==> config.mk <==
export PLATFORM = sky130hd
export DESIGN_NAME = inst_fetch_queue_flat
export DESIGN_NICKNAME = d
export VERILOG_FILES = /design/src/rtl/inst_fetch_queue_if.sv /design/src/rtl/inst_fetch_queue.sv /design/src/flat_wrapper.sv
export SDC_FILE = /design/constraint.sdc
export NUM_CORES = 1
export LEC_CHECK = 0
export CORE_MARGIN = 3
export CORE_UTILIZATION = 56
export CTS_CLUSTER_SIZE = 14
export DETAILED_ROUTE_END_ITERATION = 8
export HOLD_SLACK_MARGIN = 0.03
export MAX_ROUTING_LAYER = met4
export PLACE_DENSITY = 0.86
export SKIP_CTS_REPAIR_TIMING = 1
export SYNTH_ARGS = -nofsm -noshare
export SYNTH_HDL_FRONTEND = slang
export SYNTH_SLANG_ARGS = --single-unit
==> constraint.sdc <==
create_clock -name clk -period 4.4 [get_ports clk]
set_input_delay 0.66 -clock clk [delete_from_list [all_inputs] [get_ports clk]]
set_output_delay 0.66 -clock clk [all_outputs]
set_load 0.01 [all_outputs]
==> src/rtl/inst_fetch_queue_if.sv <==
// Fetch front-end bundle: instruction-memory req/ack, branch redirect and the
// decode-side valid/ready queue head. The fetch queue is the master.
interface inst_fetch_queue_if #(
    parameter int XLEN  = 32,
    parameter int ILEN  = 32,
    parameter int DEPTH = 4
);
    localparam int CW = $clog2(DEPTH + 1);

    logic            imem_req;
    logic [XLEN-1:0] imem_addr;
    logic            imem_ack;
    logic [ILEN-1:0] imem_rdata;
    logic            redirect;
    logic [XLEN-1:0] redirect_pc;
    logic            out_valid;
    logic [ILEN-1:0] out_inst;
    logic [XLEN-1:0] out_pc;
    logic            out_ready;
    logic [CW-1:0]   out_count;

    modport master (
        output imem_req, imem_addr, out_valid, out_inst, out_pc, out_count,
        input  imem_ack, imem_rdata, redirect, redirect_pc, out_ready
    );

    modport slave (
        input  imem_req, imem_addr, out_valid, out_inst, out_pc, out_count,
        output imem_ack, imem_rdata, redirect, redirect_pc, out_ready
    );
endinterface

==> src/rtl/inst_fetch_queue.sv <==
// Instruction-fetch front end: owns the fetch PC, issues one request at a time to
// instruction memory and buffers returned words with their PCs for decode.
module inst_fetch_queue #(
    parameter int              XLEN     = 32,
    parameter int              ILEN     = 32,
    parameter int              DEPTH    = 4,
    parameter logic [XLEN-1:0] RESET_PC = '0
) (
    input logic                 clk,
    input logic                 rst,
    inst_fetch_queue_if.master  bus
);
    localparam int AW = $clog2(DEPTH);
    localparam int CW = $clog2(DEPTH + 1);

    typedef enum logic [1:0] {IDLE, WAIT, DRAIN} state_t;

    state_t          state, state_next;
    logic            req_q, req_next;
    logic [XLEN-1:0] addr_q, addr_next;
    logic [XLEN-1:0] fetch_pc, fetch_pc_next;
    logic [XLEN-1:0] target_pc, target_next;
    logic [CW-1:0]   count, count_next;
    logic [AW-1:0]   rd_ptr, wr_ptr;
    logic [ILEN-1:0] mem_inst [DEPTH];
    logic [XLEN-1:0] mem_pc   [DEPTH];

    logic            push, pop, flush, credit;
    logic [XLEN-1:0] redirect_tgt;
    logic [XLEN-1:0] fetch_pc_inc;

    assign redirect_tgt = {bus.redirect_pc[XLEN-1:2], 2'b00};
    assign fetch_pc_inc = fetch_pc + XLEN'(4);
    assign flush        = bus.redirect;
    // A redirect wins over both a returning word and a decode pop.
    assign push         = (state == WAIT) && bus.imem_ack && !bus.redirect;
    assign pop          = (count != '0) && bus.out_ready && !bus.redirect;

    always_comb begin
        count_next = count;
        if (flush) begin
            count_next = '0;
        end else if (push && !pop) begin
            count_next = count + CW'(1);
        end else if (pop && !push) begin
            count_next = count - CW'(1);
        end
    end

    // Any outstanding request has already retired when credit is evaluated,
    // so one free slot after this cycle's push/pop is enough to issue.
    assign credit = (count_next < CW'(DEPTH));

    always_comb begin
        state_next    = state;
        req_next      = req_q;
        addr_next     = addr_q;
        fetch_pc_next = fetch_pc;
        target_next   = target_pc;
        case (state)
            IDLE: begin
                if (bus.redirect) begin
                    fetch_pc_next = redirect_tgt;
                end else if (credit) begin
                    req_next   = 1'b1;
                    addr_next  = fetch_pc;
                    state_next = WAIT;
                end
            end
            WAIT: begin
                if (bus.redirect) begin
                    if (bus.imem_ack) begin
                        req_next      = 1'b0;
                        fetch_pc_next = redirect_tgt;
                        state_next    = IDLE;
                    end else begin
                        target_next = redirect_tgt;
                        state_next  = DRAIN;
                    end
                end else if (bus.imem_ack) begin
                    fetch_pc_next = fetch_pc_inc;
                    if (credit) begin
                        addr_next = fetch_pc_inc;
                    end else begin
                        req_next   = 1'b0;
                        state_next = IDLE;
                    end
                end
            end
            DRAIN: begin
                if (bus.imem_ack) begin
                    req_next      = 1'b0;
                    fetch_pc_next = bus.redirect ? redirect_tgt : target_pc;
                    state_next    = IDLE;
                end else if (bus.redirect) begin
                    target_next = redirect_tgt;
                end
            end
            default: begin
                state_next = IDLE;
                req_next   = 1'b0;
            end
        endcase
    end

    always_ff @(posedge clk) begin
        if (rst) begin
            state     <= IDLE;
            req_q     <= 1'b0;
            addr_q    <= RESET_PC;
            fetch_pc  <= RESET_PC;
            target_pc <= RESET_PC;
        end else begin
            state     <= state_next;
            req_q     <= req_next;
            addr_q    <= addr_next;
            fetch_pc  <= fetch_pc_next;
            target_pc <= target_next;
        end
    end

    // Queue bookkeeping; a flush simply rewinds both pointers.
    always_ff @(posedge clk) begin
        if (rst) begin
            count  <= '0;
            rd_ptr <= '0;
            wr_ptr <= '0;
        end else begin
            count <= count_next;
            if (flush) begin
                rd_ptr <= '0;
                wr_ptr <= '0;
            end else begin
                if (push) begin
                    wr_ptr <= wr_ptr + AW'(1);
                end
                if (pop) begin
                    rd_ptr <= rd_ptr + AW'(1);
                end
            end
        end
    end

    always_ff @(posedge clk) begin
        if (push && !rst) begin
            mem_inst[wr_ptr] <= bus.imem_rdata;
            mem_pc[wr_ptr]   <= addr_q;
        end
    end

    assign bus.imem_req  = req_q;
    assign bus.imem_addr = addr_q;
    assign bus.out_valid = (count != '0);
    assign bus.out_inst  = mem_inst[rd_ptr];
    assign bus.out_pc    = mem_pc[rd_ptr];
    assign bus.out_count = count;
endmodule

==> src/flat_wrapper.sv <==
// flat-port wrapper written by rule: the top's interface ports become plain ports
module inst_fetch_queue_flat 
#(
    parameter int              XLEN     = 32,
    parameter int              ILEN     = 32,
    parameter int              DEPTH    = 4,
    parameter logic [XLEN-1:0] RESET_PC = '0
)
  (clk, rst, bus_imem_req, bus_imem_addr, bus_out_valid, bus_out_inst, bus_out_pc, bus_out_count, bus_imem_ack, bus_imem_rdata, bus_redirect, bus_redirect_pc, bus_out_ready);
  inst_fetch_queue_if #(.XLEN(XLEN), .ILEN(ILEN), .DEPTH(DEPTH)) bus_i ();
  input logic clk;
  input logic rst;
  output wire logic [$bits(bus_i.imem_req)-1:0] bus_imem_req;
  output wire logic [$bits(bus_i.imem_addr)-1:0] bus_imem_addr;
  output wire logic [$bits(bus_i.out_valid)-1:0] bus_out_valid;
  output wire logic [$bits(bus_i.out_inst)-1:0] bus_out_inst;
  output wire logic [$bits(bus_i.out_pc)-1:0] bus_out_pc;
  output wire logic [$bits(bus_i.out_count)-1:0] bus_out_count;
  input wire logic [$bits(bus_i.imem_ack)-1:0] bus_imem_ack;
  input wire logic [$bits(bus_i.imem_rdata)-1:0] bus_imem_rdata;
  input wire logic [$bits(bus_i.redirect)-1:0] bus_redirect;
  input wire logic [$bits(bus_i.redirect_pc)-1:0] bus_redirect_pc;
  input wire logic [$bits(bus_i.out_ready)-1:0] bus_out_ready;
  assign bus_imem_req = bus_i.imem_req;
  assign bus_imem_addr = bus_i.imem_addr;
  assign bus_out_valid = bus_i.out_valid;
  assign bus_out_inst = bus_i.out_inst;
  assign bus_out_pc = bus_i.out_pc;
  assign bus_out_count = bus_i.out_count;
  assign bus_i.imem_ack = bus_imem_ack;
  assign bus_i.imem_rdata = bus_imem_rdata;
  assign bus_i.redirect = bus_redirect;
  assign bus_i.redirect_pc = bus_redirect_pc;
  assign bus_i.out_ready = bus_out_ready;
  inst_fetch_queue #(.XLEN(XLEN), .ILEN(ILEN), .DEPTH(DEPTH), .RESET_PC(RESET_PC)) u_core (.clk(clk), .rst(rst), .bus(bus_i));
endmodule
== After elaboration in Yosys (flattened, before gate mapping) ==
Memories as Yosys holds them, arrays and structs flattened. A register that Yosys moved wholly into a read port is not among the register bits.
Index checks and enable logic that the tools add are counted.
Operators by class
  muxes and demuxes: 41
  magnitude comparators: 1
  reductions and logical operators: 22
  eq/ne operators: 14
  add/sub/neg operators: 5
Operator list (number)
  2-to-1 mux 32 bit: 14
  one-hot mux 32 bit (2 select lines): 2
  one-hot mux 32 bit (3 select lines): 1
  adder 32 x 3 -> 32 bit, second input constant: 1
  2-to-1 mux 2 bit: 11
  inequality test 2 bit, second input constant: 8
  AND reduction 4 bit: 3
  2-to-1 mux 3 bit: 3
  2-to-1 mux 1 bit: 8
  logical AND 1 bit: 7
  inequality test 3 bit, second input constant: 2
  one-hot mux 2 bit (3 select lines): 1
  AND reduction 6 bit: 1
  nonzero test 3 bit: 2
  AND reduction 5 bit: 1
  adder 2 x 1 -> 2 bit, second input constant: 2
  zero test 1 bit: 4
  inequality test 2 x 1 -> 1 bit, second input constant: 2
  nonzero test 2 bit: 2
  adder 3 x 1 -> 3 bit, second input constant: 1
  less-than comparator 3 bit, second input constant: 1
  one-hot mux 1 bit (3 select lines): 1
  subtractor 3 x 1 -> 3 bit, second input constant: 1
  equality test 2 x 1 -> 1 bit, second input constant: 1
  other kinds (3): 3
Storage, ports and cells
  register bits after elaboration: 106
  output and inout port bits: 101
  memories kept: 2
  bits in writable memories: 256
  logic and storage cells: 93
Memory list
  u_core.mem_inst: depth 4, bits a word 32, read ports 1, clocked after memory_dff 1, wr ports 1, line inst_fetch_queue.sv:25  | logic [ILEN-1:0] mem_inst [DEPTH];
  u_core.mem_pc: depth 4, bits a word 32, read ports 1, clocked after memory_dff 1, wr ports 1, line inst_fetch_queue.sv:26  | logic [XLEN-1:0] mem_pc [DEPTH];

== Logic depth before layout (Yosys ltp) ==
  depth in word-level cells: 13
  mapped depth: 13

== Worst setup path after synthesis ==
No wires, ideal clock.
  kind: input port to flip-flop
  start point: input port bus_redirect
  end point: memory u_core.mem_inst[0][0], enable pin
  arrival: 2.925 ns
  stages on the path: 4
  library setup time: 0.429 ns
  slack: 1.046 ns
  cell sequence: buf_2 -> nor3b_1 -> clkbuf_1 -> and3_1
On the way
  word-level cells in the longest chain between the ends: 5
RTL lines
  from (decl): line flat_wrapper.sv:21  | input wire logic [$bits(bus_i.redirect)-1:0] bus_redirect;
  zero test 1 bit: line inst_fetch_queue.sv:36  | assign push = (state == WAIT) && bus.imem_ack && !bus.redirect;
  logical AND 1 bit: line inst_fetch_queue.sv:36
  logical AND 1 bit: line inst_fetch_queue.sv:145  | if (push && !rst) begin
  2-to-1 mux 1 bit: line inst_fetch_queue.sv:145
  2-to-1 mux 1 bit (implied by the code): line inst_fetch_queue.sv:146  | mem_inst[wr_ptr] <= bus.imem_rdata;
  to (decl): line inst_fetch_queue.sv:25
Every way passes these cells.

==> flow_metrics.env <==
export IMPL_max_freq_mhz=291
export IMPL_h_tree_depth=2
export IMPL_ctsRootBufferMaster="clkbuf_16"
export IMPL_track_usage_pct=24.8
export IMPL_ctsLongestPathBuffers=3
export IMPL_synth_flop_cell="edfxtp_1"
export IMPL_setup_viol=0
export IMPL_syn_avg_cell_area_sq_um=14.0
export IMPL_drc_errors=0
export IMPL_ys_seq_area_share_pct=65.2
export IMPL_synthArstFlopShare_pct=0
export IMPL_vias=9803
export IMPL_critPathKind="reg -> out"
export IMPL_start_util_pct=57.5
export IMPL_fp_coreArea_sq_um=26300
export IMPL_crit_fanout=34
export IMPL_fin_tns_setup_ns=0
export IMPL_cts_tree="done"
export IMPL_io_pins=170
export IMPL_synth_seq_cells=364
export IMPL_area_growth_pct=21.0
export IMPL_row_count=59
export IMPL_worstMarginPinSlew_ns=1.06
export IMPL_grt_pass1_vias=9545
export IMPL_insertion_delay_ns=0.53
export IMPL_first_iter_violations=1102
export IMPL_synth_edf_count=256
export IMPL_overflow=0
export IMPL_finClkSkew_ns=0.0176
export IMPL_portBuffers=167
export IMPL_p_total_mw=7.63
export IMPL_synth_top_area_share_pct=50.9
export IMPL_cts_made_buffers=36
export IMPL_via_per_inst=6.16
export IMPL_cp_cell_sequence="buf_12, mux4_2, clkdlybuf4s50_1"
export IMPL_wirelength_mm=35.2
export IMPL_synth_top_family_by_area="simple AND/OR/NAND/NOR gates"
export IMPL_antennaDiodeCount=0
export IMPL_crit_arrival_ns=2.78
export IMPL_min_period_ns=3.44
export IMPL_antenna_found_initial=0
export IMPL_grt_pass1_wl_mm=54.4
export IMPL_hold_path_class="reg -> reg"
export IMPL_synthCells=1083
export IMPL_place_hpwl_mm=22.5
export IMPL_drive_above_1_share_pct=13.0
export IMPL_dr_pass1_iters=5
export IMPL_synth_xor_area_share_pct=2.20
export IMPL_startpoint_type="flop"
export IMPL_ir_worst_vdd_v=0.000227
export IMPL_status="finished clean"
export IMPL_synth_compound_area_share_pct=8.95
export IMPL_synth_fa_ha_area_share_pct=1.16
export IMPL_fin_crit_sh_pct=78.1
export IMPL_clk_transition_reported_paths_ns=0.06
export IMPL_synth_mux_area_share_pct=9.80
export IMPL_place_congestion=0.914
export IMPL_rsz0062_at_grt="false"
export IMPL_synth_simple_area_share_pct=9.99
export IMPL_synth_top_area_cell="edfxtp_1"
export IMPL_endpoint_kind="primary output"
export IMPL_yosys_warnings=0
export IMPL_finalHoldViolations=0
export IMPL_p_leak_nw=5.85
export IMPL_fp_dieH_um=170
export IMPL_synth_fp_nets=1166
export IMPL_avgRoutedWirePerCell_um=22.1
export IMPL_die_area_sq_um=29000
export IMPL_nets=1315
export IMPL_grt_max_degree=70
export IMPL_worst_ep_required_time_ns=3.74
export IMPL_max_cap_violations=0
export IMPL_max_slew_margin_rel_pct=28.4
export IMPL_synthTopCellsByArea="edfxtp_1 51%, dfxtp_1 14%, mux4_2 9.5%, nand2_1 2.5%, nor2_1 1.9%"
export IMPL_netlist_area_sq_um=15100
export IMPL_yosysUniqueCellTypes=67
export IMPL_ant_nets=0
export IMPL_slew_violations=0
export IMPL_crit_slowest_cell="dfxtp_4"
export IMPL_fp_dieW_um=170
export IMPL_pwr_density_cell_nw_per_um2=417
export IMPL_clock_sinks=364
export IMPL_slowest_delay_ns=0.80
export IMPL_place_area_sq_um=17100
export IMPL_design_area_sq_um=18300
-- synth_stat cells (3+ instances only) --
cell,number
edfxtp_1,256
dfxtp_1,108
nand2_1,101
nor2_1,76
mux4_2,64
clkbuf_1,53
a21oi_1,51
o21ai_0,34
a211oi_1,33
buf_2,21
nand4_1,20
xor2_1,20
nor3_1,19
xnor2_1,18
inv_1,16
nand3_1,16
ha_1,14
and3_1,13
a221o_1,11
a221oi_1,11
nor4_1,10
a31oi_1,7
nor3b_1,7
or4_1,7
nor2b_1,5
o221ai_1,5
a22o_1,4
a22oi_1,4
and2_1,4
and4_1,4
mux2i_1,4
nand3b_1,4
o211ai_1,4
a311o_1,3
buf_1,3
nor3_2,3
nor4_2,3
o22ai_1,3
o31a_1,3
o32ai_1,3
or2_2,3
-- metal layers --
metal  track usage [%]  vias to the layer above  part of all wire (%)  routed length, um
met3              3.41                       55                   7.3               2580
met2              40.1                      449                    49              17400
met1              33.7                     4819                    42              14700
met5                 -                        -                     0                  0
li1                  -                     4480                     -                  -
met4              6.67                        0                   1.8                624
-- power breakdown --
| group | switching, mW | internal [mW] | leakage [nW] |
|---|---|---|---|
| Sequential | 0.165 | 3.79 | 3.22 |
| Clock | 1.24 | 1.78 | 0.567 |
| Combinational | 0.354 | 0.308 | 2.06 |
-- flip-flops by register name, indices dropped and copies added, names as in the netlist, named ones only --
register	flops
u_core.bus.imem_addr	32
u_core.fetch_pc	32
u_core.bus.out_count	3
u_core.rd_ptr	2
u_core.wr_ptr	2
u_core.mem_pc	128
u_core.bus.imem_req	1
u_core.mem_inst	128
u_core.state	2
u_core.target_pc	32
-- placed cells by master, fill, tap and decap left out, drive strengths merged, types with 5 or more instances in the layout --
cell type / netlist / layout
a211oi: 35 / 35
a21oi: 51 / 51
a221o: 11 / 11
a221oi: 11 / 11
a31oi: 7 / 7
and3: 13 / 13
buf: 27 / 26
clkbuf: 54 / 47
clkdlybuf4s50: 0 / 166
clkinv: 0 / 10
dfxtp: 108 / 108
edfxtp: 256 / 256
ha: 14 / 14
inv: 16 / 17
mux4: 64 / 64
nand2: 101 / 101
nand3: 16 / 16
nand4: 21 / 21
nor2: 76 / 76
nor2b: 5 / 5
nor3: 22 / 22
nor3b: 7 / 7
nor4: 13 / 13
o21ai: 34 / 34
o221ai: 5 / 5
or4: 7 / 7
xnor2: 18 / 18
xor2: 20 / 20
-- worst max-delay path: cells and delay by family, from the launching register on --
family	cells	cell delay (ns)
flops	1	0.80
buf+inv	2	0.87
mux	1	0.55
-- final timing paths --
| path | slack, ns | startpoint | to | cells after the start |
|---|---|---|---|---|
| min | 0.45 | u_core.target_pc[9]$_SDFFE_PP0P_ | u_core.target_pc[9]$_SDFFE_PP0P_ | 2 |
| max reg2reg | 1.42 | u_core.fetch_pc[4]$_SDFFE_PP0P_ | u_core.fetch_pc[23]$_SDFFE_PP0P_ | 5 |
| min reg2reg | 0.45 | u_core.target_pc[9]$_SDFFE_PP0P_ | u_core.target_pc[9]$_SDFFE_PP0P_ | 2 |
| max | 0.96 | flop | bus_out_pc[24] | 3 |
-- per-stage QoR --
step	instances	setup slack (ns)	util, %	hold WS (ns)
after global placement	1529	1.00	65.2	0.441
after global routing	1591	0.773	69.6	0.470
final	1591	0.963	69.6	0.453
after floorplan	1083	1.05	-	0.436
after detailed placement	1529	0.956	65.2	0.446
after CTS	1591	0.870	69.6	0.455
-- cell type report --
| class | instances | area [sq um] |
|---|---|---|
| sequential | 364 | 9850 |
| fill | 1754 | 7990 |
| multi-input combinational | 622 | 4890 |
| timing repair buffer | 192 | 1920 |
| clock buffer | 47 | 962 |
| tap | 335 | 419 |
| clock inverter | 15 | 188 |
| inverter | 16 | 60.1 |
-- cell families after synthesis --
kind of cell               Yosys count
adders and majority gates           14
AOI/OAI and AO/OA                  197
buffers and inverters               97
muxes                               68
DFF                                364
and+or+nand+nor                    305
xor gates and xnor gates            38
(Power assumes the default switching activity.)
